File: src/rtl/uart_pkg.sv
// Shared types and helpers for the parametrised UART transceiver.
package uart_pkg;

  typedef enum logic [1:0] {
    PAR_NONE = 2'd0,
    PAR_ODD  = 2'd1,
    PAR_EVEN = 2'd2
  } parity_e;

  typedef enum logic [2:0] {
    TX_IDLE, TX_WAIT, TX_START, TX_DATA, TX_PARITY, TX_STOP
  } tx_state_e;

  typedef enum logic [2:0] {
    RX_IDLE, RX_START, RX_DATA, RX_PARITY, RX_STOP, RX_HOLD
  } rx_state_e;

  function automatic int calc_div(int clk_freq, int baud, int oversample);
    int d;
    d = clk_freq / (baud * oversample);
    return (d < 1) ? 1 : d;
  endfunction

  // Words narrower than 9 bits are zero-extended, which leaves the XOR unchanged.
  function automatic logic parity_bit(parity_e mode, logic [8:0] data);
    return (mode == PAR_ODD) ? ~^data : ^data;
  endfunction

endpackage

File: src/rtl/uart_if.sv
// Valid/ready word interface between a host and the UART transceiver.
interface uart_if #(parameter int DATA_BITS = 8);
  logic                 tx_valid;
  logic                 tx_ready;
  logic [DATA_BITS-1:0] tx_data;
  logic                 tx_busy;
  logic                 rx_valid;
  logic                 rx_ready;
  logic [DATA_BITS-1:0] rx_data;
  logic                 rx_parity_err;
  logic                 rx_frame_err;
  logic                 rx_overrun;

  modport master (
    output tx_valid, tx_data, rx_ready,
    input  tx_ready, tx_busy, rx_valid, rx_data, rx_parity_err, rx_frame_err, rx_overrun
  );

  modport slave (
    input  tx_valid, tx_data, rx_ready,
    output tx_ready, tx_busy, rx_valid, rx_data, rx_parity_err, rx_frame_err, rx_overrun
  );
endinterface

File: src/rtl/uart_baud_gen.sv
// Free-running oversample tick: one-cycle pulse every DIV clocks.
module uart_baud_gen #(
  parameter int DIV = 1
) (
  input  logic clk_in,
  input  logic rst_in,
  output logic os_tick
);
  localparam int CW = (DIV > 1) ? $clog2(DIV) : 1;
  localparam logic [CW-1:0] LAST = CW'(DIV - 1);

  logic [CW-1:0] cnt;

  // NOTE: sequential state uses non-blocking assignments so every flop samples pre-edge values.
  always_ff @(posedge clk_in) begin
    if (rst_in)            cnt <= '0;
    else if (cnt == LAST)  cnt <= '0;
    else                   cnt <= cnt + CW'(1);
  end

  assign os_tick = (cnt == LAST);
endmodule

File: src/rtl/uart_param_transceiver.sv
// Full-duplex UART with configurable frame format and 3-sample majority-vote receiver.
module uart_param_transceiver
  import uart_pkg::*;
#(
  parameter int CLK_FREQ   = 100_000_000,
  parameter int BAUD       = 115_200,
  parameter int OVERSAMPLE = 16,
  parameter int DATA_BITS  = 8,
  parameter int PARITY     = 0,
  parameter int STOP_BITS  = 1
) (
  input  logic   clk_in,
  input  logic   rst_in,
  uart_if.slave  bus,
  output logic   tx_out,
  input  logic   rx_in
);
  localparam int DIV = calc_div(CLK_FREQ, BAUD, OVERSAMPLE);
  localparam int TCW = $clog2(2 * OVERSAMPLE);
  localparam int BCW = 4;
  localparam parity_e PAR_MODE = parity_e'(PARITY);
  localparam bit HAS_PAR = (PARITY != 0);
  localparam logic [TCW-1:0] BIT_END  = TCW'(OVERSAMPLE - 1);
  localparam logic [TCW-1:0] STOP_END = TCW'(STOP_BITS * OVERSAMPLE - 1);
  localparam logic [TCW-1:0] VOTE_0   = TCW'(OVERSAMPLE / 2 - 1);
  localparam logic [TCW-1:0] VOTE_1   = TCW'(OVERSAMPLE / 2);
  localparam logic [TCW-1:0] VOTE_2   = TCW'(OVERSAMPLE / 2 + 1);
  localparam logic [BCW-1:0] LAST_BIT = BCW'(DATA_BITS - 1);

  logic os_tick;

  uart_baud_gen #(.DIV(DIV)) u_baud (
    .clk_in  (clk_in),
    .rst_in  (rst_in),
    .os_tick (os_tick)
  );

  // ---------------- transmitter ----------------
  tx_state_e            tx_state, tx_state_nxt;
  logic [TCW-1:0]       tx_tick, tx_tick_nxt;
  logic [BCW-1:0]       tx_bit, tx_bit_nxt;
  logic [DATA_BITS-1:0] tx_shift, tx_shift_nxt;
  logic                 tx_par, tx_par_nxt, tx_line_nxt, tx_bit_end;

  always_ff @(posedge clk_in) begin
    if (rst_in) begin
      tx_state <= TX_IDLE;
      tx_tick  <= '0;
      tx_bit   <= '0;
      tx_shift <= '0;
      tx_par   <= 1'b0;
      tx_out   <= 1'b1;
    end else begin
      tx_state <= tx_state_nxt;
      tx_tick  <= tx_tick_nxt;
      tx_bit   <= tx_bit_nxt;
      tx_shift <= tx_shift_nxt;
      tx_par   <= tx_par_nxt;
      tx_out   <= tx_line_nxt;
    end
  end

  // NOTE: every always_comb output gets a default first so no path leaves a latch.
  always_comb begin
    tx_state_nxt = tx_state;
    tx_tick_nxt  = tx_tick;
    tx_bit_nxt   = tx_bit;
    tx_shift_nxt = tx_shift;
    tx_par_nxt   = tx_par;
    tx_bit_end   = os_tick && (tx_tick == BIT_END);
    if (os_tick && (tx_state inside {TX_START, TX_DATA, TX_PARITY, TX_STOP}))
      tx_tick_nxt = tx_tick + TCW'(1);
    case (tx_state)
      TX_IDLE: if (bus.tx_valid) begin
        tx_shift_nxt = bus.tx_data;
        tx_par_nxt   = parity_bit(PAR_MODE, 9'(bus.tx_data));
        tx_state_nxt = TX_WAIT;
      end
      TX_WAIT: if (os_tick) begin
        tx_state_nxt = TX_START;
        tx_tick_nxt  = '0;
      end
      TX_START: if (tx_bit_end) begin
        tx_state_nxt = TX_DATA;
        tx_tick_nxt  = '0;
        tx_bit_nxt   = '0;
      end
      TX_DATA: if (tx_bit_end) begin
        tx_tick_nxt  = '0;
        tx_shift_nxt = tx_shift >> 1;
        if (tx_bit == LAST_BIT) tx_state_nxt = HAS_PAR ? TX_PARITY : TX_STOP;
        else                    tx_bit_nxt   = tx_bit + BCW'(1);
      end
      TX_PARITY: if (tx_bit_end) begin
        tx_state_nxt = TX_STOP;
        tx_tick_nxt  = '0;
      end
      TX_STOP: if (os_tick && (tx_tick == STOP_END)) tx_state_nxt = TX_IDLE;
      default: tx_state_nxt = TX_IDLE;
    endcase
    // Line level is registered from the next state so tx_out never glitches.
    case (tx_state_nxt)
      TX_START:  tx_line_nxt = 1'b0;
      TX_DATA:   tx_line_nxt = tx_shift_nxt[0];
      TX_PARITY: tx_line_nxt = tx_par_nxt;
      default:   tx_line_nxt = 1'b1;
    endcase
  end

  assign bus.tx_ready = (tx_state == TX_IDLE);
  assign bus.tx_busy  = (tx_state != TX_IDLE);

  // ---------------- receiver ----------------
  logic rx_meta, rx_sync, rx_prev;

  always_ff @(posedge clk_in) begin
    if (rst_in) begin
      rx_meta <= 1'b1;
      rx_sync <= 1'b1;
      rx_prev <= 1'b1;
    end else begin
      rx_meta <= rx_in;
      rx_sync <= rx_meta;
      rx_prev <= rx_sync;
    end
  end

  rx_state_e            rx_state, rx_state_nxt;
  logic [TCW-1:0]       rx_tick, rx_tick_nxt;
  logic [BCW-1:0]       rx_bit, rx_bit_nxt;
  logic [DATA_BITS-1:0] rx_shift, rx_shift_nxt;
  logic [1:0]           rx_votes, rx_votes_nxt;
  logic                 rx_pbit, rx_pbit_nxt;
  logic                 rx_bit_end, rx_vote_pt, rx_vote, rx_done, rx_ferr_now, rx_perr_now;

  always_ff @(posedge clk_in) begin
    if (rst_in) begin
      rx_state <= RX_IDLE;
      rx_tick  <= '0;
      rx_bit   <= '0;
      rx_shift <= '0;
      rx_votes <= '0;
      rx_pbit  <= 1'b0;
    end else begin
      rx_state <= rx_state_nxt;
      rx_tick  <= rx_tick_nxt;
      rx_bit   <= rx_bit_nxt;
      rx_shift <= rx_shift_nxt;
      rx_votes <= rx_votes_nxt;
      rx_pbit  <= rx_pbit_nxt;
    end
  end

  always_comb begin
    rx_state_nxt = rx_state;
    rx_tick_nxt  = rx_tick;
    rx_bit_nxt   = rx_bit;
    rx_shift_nxt = rx_shift;
    rx_votes_nxt = rx_votes;
    rx_pbit_nxt  = rx_pbit;
    rx_done      = 1'b0;
    rx_ferr_now  = 1'b0;
    rx_bit_end   = os_tick && (rx_tick == BIT_END);
    rx_vote_pt   = os_tick && (rx_tick == VOTE_2);
    rx_vote      = (rx_votes[0] & rx_votes[1]) | (rx_votes[0] & rx_sync) | (rx_votes[1] & rx_sync);
    if (os_tick && (rx_state != RX_IDLE) && (rx_state != RX_HOLD)) begin
      rx_tick_nxt = rx_bit_end ? '0 : rx_tick + TCW'(1);
      if (rx_tick == VOTE_0) rx_votes_nxt[0] = rx_sync;
      if (rx_tick == VOTE_1) rx_votes_nxt[1] = rx_sync;
    end
    case (rx_state)
      RX_IDLE: if (rx_prev && !rx_sync) begin
        rx_state_nxt = RX_START;
        rx_tick_nxt  = '0;
      end
      RX_START:
        if (rx_vote_pt && rx_vote) rx_state_nxt = RX_IDLE;
        else if (rx_bit_end) begin
          rx_state_nxt = RX_DATA;
          rx_bit_nxt   = '0;
        end
      RX_DATA: begin
        if (rx_vote_pt) rx_shift_nxt = {rx_vote, rx_shift[DATA_BITS-1:1]};
        if (rx_bit_end) begin
          if (rx_bit == LAST_BIT) rx_state_nxt = HAS_PAR ? RX_PARITY : RX_STOP;
          else                    rx_bit_nxt   = rx_bit + BCW'(1);
        end
      end
      RX_PARITY: begin
        if (rx_vote_pt) rx_pbit_nxt = rx_vote;
        if (rx_bit_end) rx_state_nxt = RX_STOP;
      end
      RX_STOP: if (rx_vote_pt) begin
        rx_done      = 1'b1;
        rx_ferr_now  = !rx_vote;
        // An all-zero word with a low stop bit is a break: wait for a full high bit.
        rx_state_nxt = (!rx_vote && (rx_shift == '0)) ? RX_HOLD : RX_IDLE;
        rx_tick_nxt  = '0;
      end
      RX_HOLD: if (os_tick) begin
        if (!rx_sync) rx_tick_nxt = '0;
        else if (rx_tick == BIT_END) begin
          rx_state_nxt = RX_IDLE;
          rx_tick_nxt  = '0;
        end else rx_tick_nxt = rx_tick + TCW'(1);
      end
      default: rx_state_nxt = RX_IDLE;
    endcase
    rx_perr_now = HAS_PAR && (rx_pbit != parity_bit(PAR_MODE, 9'(rx_shift)));
  end

  logic                 rx_valid_q, rx_perr_q, rx_ferr_q, rx_ovr_q;
  logic [DATA_BITS-1:0] rx_data_q;

  always_ff @(posedge clk_in) begin
    if (rst_in) begin
      rx_valid_q <= 1'b0;
      rx_data_q  <= '0;
      rx_perr_q  <= 1'b0;
      rx_ferr_q  <= 1'b0;
      rx_ovr_q   <= 1'b0;
    end else if (rx_done) begin
      rx_valid_q <= 1'b1;
      rx_data_q  <= rx_shift;
      rx_perr_q  <= rx_perr_now;
      rx_ferr_q  <= rx_ferr_now;
      rx_ovr_q   <= rx_valid_q && !bus.rx_ready;
    end else if (rx_valid_q && bus.rx_ready) begin
      rx_valid_q <= 1'b0;
      rx_perr_q  <= 1'b0;
      rx_ferr_q  <= 1'b0;
      rx_ovr_q   <= 1'b0;
    end
  end

  assign bus.rx_valid      = rx_valid_q;
  assign bus.rx_data       = rx_data_q;
  assign bus.rx_parity_err = rx_perr_q;
  assign bus.rx_frame_err  = rx_ferr_q;
  assign bus.rx_overrun    = rx_ovr_q;
endmodule

File: src/flat_wrapper.sv
// flat-port wrapper written by rule: the top's interface ports become plain ports
module uart_param_transceiver_flat import uart_pkg::*;
#(
  parameter int CLK_FREQ   = 100_000_000,
  parameter int BAUD       = 115_200,
  parameter int OVERSAMPLE = 16,
  parameter int DATA_BITS  = 8,
  parameter int PARITY     = 0,
  parameter int STOP_BITS  = 1
)
  (clk_in, rst_in, tx_out, rx_in, bus_tx_valid, bus_tx_data, bus_rx_ready, bus_tx_ready, bus_tx_busy, bus_rx_valid, bus_rx_data, bus_rx_parity_err, bus_rx_frame_err, bus_rx_overrun);
  uart_if #(.DATA_BITS(DATA_BITS)) bus_i ();
  input  logic clk_in;
  input  logic rst_in;
  output logic tx_out;
  input  logic rx_in;
  input wire logic [$bits(bus_i.tx_valid)-1:0] bus_tx_valid;
  input wire logic [$bits(bus_i.tx_data)-1:0] bus_tx_data;
  input wire logic [$bits(bus_i.rx_ready)-1:0] bus_rx_ready;
  output wire logic [$bits(bus_i.tx_ready)-1:0] bus_tx_ready;
  output wire logic [$bits(bus_i.tx_busy)-1:0] bus_tx_busy;
  output wire logic [$bits(bus_i.rx_valid)-1:0] bus_rx_valid;
  output wire logic [$bits(bus_i.rx_data)-1:0] bus_rx_data;
  output wire logic [$bits(bus_i.rx_parity_err)-1:0] bus_rx_parity_err;
  output wire logic [$bits(bus_i.rx_frame_err)-1:0] bus_rx_frame_err;
  output wire logic [$bits(bus_i.rx_overrun)-1:0] bus_rx_overrun;
  assign bus_i.tx_valid = bus_tx_valid;
  assign bus_i.tx_data = bus_tx_data;
  assign bus_i.rx_ready = bus_rx_ready;
  assign bus_tx_ready = bus_i.tx_ready;
  assign bus_tx_busy = bus_i.tx_busy;
  assign bus_rx_valid = bus_i.rx_valid;
  assign bus_rx_data = bus_i.rx_data;
  assign bus_rx_parity_err = bus_i.rx_parity_err;
  assign bus_rx_frame_err = bus_i.rx_frame_err;
  assign bus_rx_overrun = bus_i.rx_overrun;
  uart_param_transceiver #(.CLK_FREQ(CLK_FREQ), .BAUD(BAUD), .OVERSAMPLE(OVERSAMPLE), .DATA_BITS(DATA_BITS), .PARITY(PARITY), .STOP_BITS(STOP_BITS)) u_core (.clk_in(clk_in), .rst_in(rst_in), .bus(bus_i), .tx_out(tx_out), .rx_in(rx_in));
endmodule
File: config.mk
export PLATFORM = sky130hd
export DESIGN_NAME = uart_param_transceiver_flat
export DESIGN_NICKNAME = d
export VERILOG_FILES = /design/src/rtl/uart_pkg.sv /design/src/rtl/uart_if.sv /design/src/rtl/uart_baud_gen.sv /design/src/rtl/uart_param_transceiver.sv /design/src/flat_wrapper.sv
export SDC_FILE = /design/constraint.sdc
export NUM_CORES = 1
export LEC_CHECK = 0
export CAP_MARGIN = 20
export CORE_MARGIN = 5
export CORE_UTILIZATION = 40
export CTS_CLUSTER_SIZE = 28
export DETAILED_ROUTE_END_ITERATION = 16
export PLACE_DENSITY_LB_ADDON = 0.15
export REMOVE_ABC_BUFFERS = 1
export SLEW_MARGIN = 10
export SYNTH_ARGS = -nofsm -noshare
export SYNTH_HDL_FRONTEND = slang
export SYNTH_SLANG_ARGS = --single-unit
File: constraint.sdc
create_clock -name clk_in -period 3.1 [get_ports clk_in]
set_clock_uncertainty 0.15 [all_clocks]
set_input_delay 0.31 -clock clk_in [delete_from_list [all_inputs] [get_ports clk_in]]
set_output_delay 0.31 -clock clk_in [all_outputs]
set_load 0.005 [all_outputs]
==> impl_metrics.json <==
{
  "comb_power_share_pct": 7.1,
  "finalHoldViolCount": 0,
  "mostFrequentLayoutCells": "dfxtp_1 (64), nor2_1 (41), a21oi_1 (28), nand2_1 (27), clkdlybuf4s50_1 (25)",
  "drc": 0,
  "numCtsBuffers": 9,
  "synth_cell_types": 66,
  "clk_path_buf_depth": 2,
  "finalSetupViolations": 0,
  "seqPwrFrac_pct": 45.6,
  "period_needed_ns": 2.46,
  "met3_usage_pct": 4.38,
  "power_mw": 1.88,
  "dr.first_iter.drc_count": 131,
  "drive_gt1_share_pct": 8.96,
  "core-area_um2": 7810,
  "grt_overflow": 0,
  "fp.dieW_um": 100,
  "final_max_slew_viol_count": 0,
  "fp-row-count": 32,
  "end_kind": "flop",
  "cp.arrival_ns": 2.57,
  "p_leak_nw": 1.36,
  "grt_pass1_wl_mm": 11.6,
  "clk_latency_ns": 0.34,
  "yosys_warnings": 0,
  "synth_ff_type": "dfxtp_1",
  "outcome": "finished, final reports clean",
  "cell_internal_pwr_mw": 1.46,
  "syn_to_final_growth_pct": 17.7,
  "antenna_found_initial": 0,
  "post-cts-setup-buffer-count": 0,
  "cp_max_fo": 7,
  "fin_crit_sh_pct": 79.2,
  "fp.dieArea_um2": 10000,
  "dp_hpwl_mm": 4.62,
  "worstPathCellList": "ha_1 > nand4b_2 > or4_4 > or2_4 > or4_1 > a21oi_1",
  "synthArstFlopShare_pct": 0,
  "use_met2_pct": 21.5,
  "cts_tree": "yes",
  "netSwitchingFraction_pct": 22.3,
  "vias": 2694,
  "htree_levels": 3,
  "drt-total-wl_mm": 6.78,
  "startpoint_type": "flop",
  "nets": 419,
  "p_switching_mw": 0.419,
  "hold_buffers": 0,
  "clk_pin_slew_worst_paths_ns": 0.07,
  "max_freq_ghz": 0.407,
  "routedWlPerCell_um": 13.5,
  "syn_area_um2": 3240,
  "ys_seq_area_share_pct": 39.5,
  "vdd_ir_drop_max_mv": 0.269,
  "grt_use_met1_pct": 18.6,
  "vias_per_cell": 5.35,
  "slowest_stage": "or4_4",
  "tightest_slew_ns": 0.744,
  "postSynthAreaPerCell_um2": 8.60,
  "rsz0062_at_grt": "false",
  "grt_max_degree": 40,
  "track_usage_pct": 14.1,
  "drv_cap": 0,
  "gr-max-usage-layer": "met2",
  "port_buffers": 26,
  "place_congestion": 0.835,
  "crit_type": "flop to flop",
  "ys_ff_latch": 64,
  "final_common_cell": "dfxtp_1",
  "cpPeakStageDelay_ns": 0.47,
  "final_antenna_net_count": 0,
  "firstDrtPassIters": 4,
  "antenna_cells": 0,
  "clockRootBuffer": "clkbuf_8",
  "ios": 28,
  "hp-class": "flop to flop",
  "cts_sinks": 64,
  "setup_tns_ns": 0,
  "synth_edf_count": 0,
  "power_frac_clock_pct": 47.3,
  "netlist_instances": 377,
  "critPathRequiredTime_ns": 3.22,
  "relSlewSlack_pct": 50.4,
  "power_per_cell_area_nw_per_um2": 492,
  "initial_core_util_pct": 41.5,
  "ctsResizeCount": 0,
  "grt_pass1_vias": 2526,
  "die_y_um": 100
}
-- registers in the layout (all words and copies together), names as in the netlist --
register	flops
u_core.tx_shift	8
u_core.bus.rx_data	8
u_core.tx_out	1
u_core.rx_prev	1
u_core.rx_bit	4
u_core.rx_tick	5
u_core.tx_tick	5
u_core.rx_shift	8
u_core.rx_state	3
u_core.rx_meta	1
u_core.bus.rx_valid	1
u_core.rx_sync	1
u_core.rx_votes	2
u_core.tx_bit	4
u_core.bus.rx_frame_err	1
u_core.bus.rx_overrun	1
u_core.u_baud.cnt	6
u_core.tx_state	3
u_core.tx_par	1
-- cells by family after synthesis --
logic type | Yosys count | synth area share, %
other cells | 1 | 0.116
compound gates | 76 | 15.5
flops | 64 | 39.5
buf+inv | 37 | 4.63
xor+xnor | 13 | 3.51
mux | 21 | 6.52
fa+ha+maj | 10 | 3.78
simple gates | 155 | 26.4
-- power by group through the flow --
stage          Clock, mW  Combinational [mW]  Sequential (mW)
2_1_floorplan          0              0.0806            0.870
3_3_place_gp           0               0.131            0.874
3_5_place_dp           0               0.133            0.875
4_1_cts            0.912               0.133            0.856
5_1_grt            0.949               0.148            0.859
6_report           0.888               0.133            0.856
-- cells in the mapped netlist (all sizes together) (2+ instances only) --
| cell type | number | area, um^2 |
|---|---|---|
| a211o | 2 | 17.5 |
| o211ai | 4 | 30.0 |
| or2 | 4 | 27.5 |
| ha | 9 | 113 |
| xor2 | 3 | 26.3 |
| xnor2 | 10 | 87.6 |
| a211oi | 3 | 22.5 |
| nor2b | 6 | 37.5 |
| a22oi | 6 | 45.0 |
| or3 | 2 | 12.5 |
| a31oi | 2 | 12.5 |
| o31ai | 2 | 15.0 |
| a311oi | 2 | 17.5 |
| nor3b | 4 | 30.0 |
| mux2i | 20 | 200 |
| nand4 | 3 | 33.8 |
| clkbuf | 17 | 65.1 |
| nand2 | 27 | 101 |
| inv | 13 | 48.8 |
| nand2b | 9 | 56.3 |
| dfxtp | 64 | 1280 |
| a22o | 2 | 17.5 |
| nand3b | 4 | 30.0 |
| buf | 6 | 32.5 |
| nor4 | 9 | 68.8 |
| and3b | 2 | 17.5 |
| and4 | 4 | 36.3 |
| or4 | 3 | 26.3 |
| nor2 | 41 | 154 |
| nand4b | 3 | 32.5 |
| nand3 | 14 | 70.1 |
| o21bai | 2 | 15.0 |
| o21ai | 7 | 35.0 |
| a21oi | 28 | 140 |
| o21a | 2 | 15.0 |
| o22ai | 2 | 12.5 |
| nor3 | 13 | 65.1 |
| and3 | 3 | 18.8 |
-- stage by stage --
step | cells | setup WS, ns | area (um^2) | hold WS [ns] | util, %
2_1_floorplan | 354 | 0.670 | 3150 | 0.229 | -
3_3_place_gp | 488 | 0.783 | 3570 | 0.245 | 45.8
3_5_place_dp | 488 | 0.692 | 3570 | 0.261 | 45.8
4_1_cts | 504 | 0.669 | 3820 | 0.280 | 48.9
5_1_grt | 504 | 0.509 | 3820 | 0.308 | 48.9
6_report | 504 | 0.644 | 3820 | 0.279 | 48.9
-- worst max-delay path: cells and delay by family (launching register included) --
kind / cells / cell delay [ns]
simple gates: 4 / 1.37
compound gates: 1 / 0.14
fa+ha+maj: 1 / 0.28
flops: 1 / 0.44
-- routing by layer --
layer | vias to the layer above | share of wire, %
met5 | - | 0
met4 | 0 | 1.2
met3 | 11 | 3.3
met2 | 33 | 44
met1 | 1260 | 51
li1 | 1390 | -
-- cell type report --
| cell class | instances | area, um^2 |
|---|---|---|
| Clock inverter | 5 | 104 |
| Inverter | 14 | 52.6 |
| Clock buffer | 11 | 141 |
| Tap cell | 102 | 128 |
| Multi-Input combinational cell | 276 | 1810 |
| Fill cell | 763 | 3990 |
| Timing Repair Buffer | 32 | 300 |
| Sequential cell | 64 | 1280 |
-- final timing paths --
kind | start | slack [ns] | cells past startpoint | to
hold / removal | u_core.rx_meta | 0.28 | 1 | u_core.rx_sync
setup / recovery | u_core.rx_tick[0] | 0.64 | 6 | u_core.rx_bit[3]
setup reg to reg | u_core.rx_tick[0] | 0.64 | 6 | u_core.rx_bit[3]
hold reg to reg | u_core.rx_meta | 0.28 | 1 | u_core.rx_sync
(Power assumes the default switching activity.)
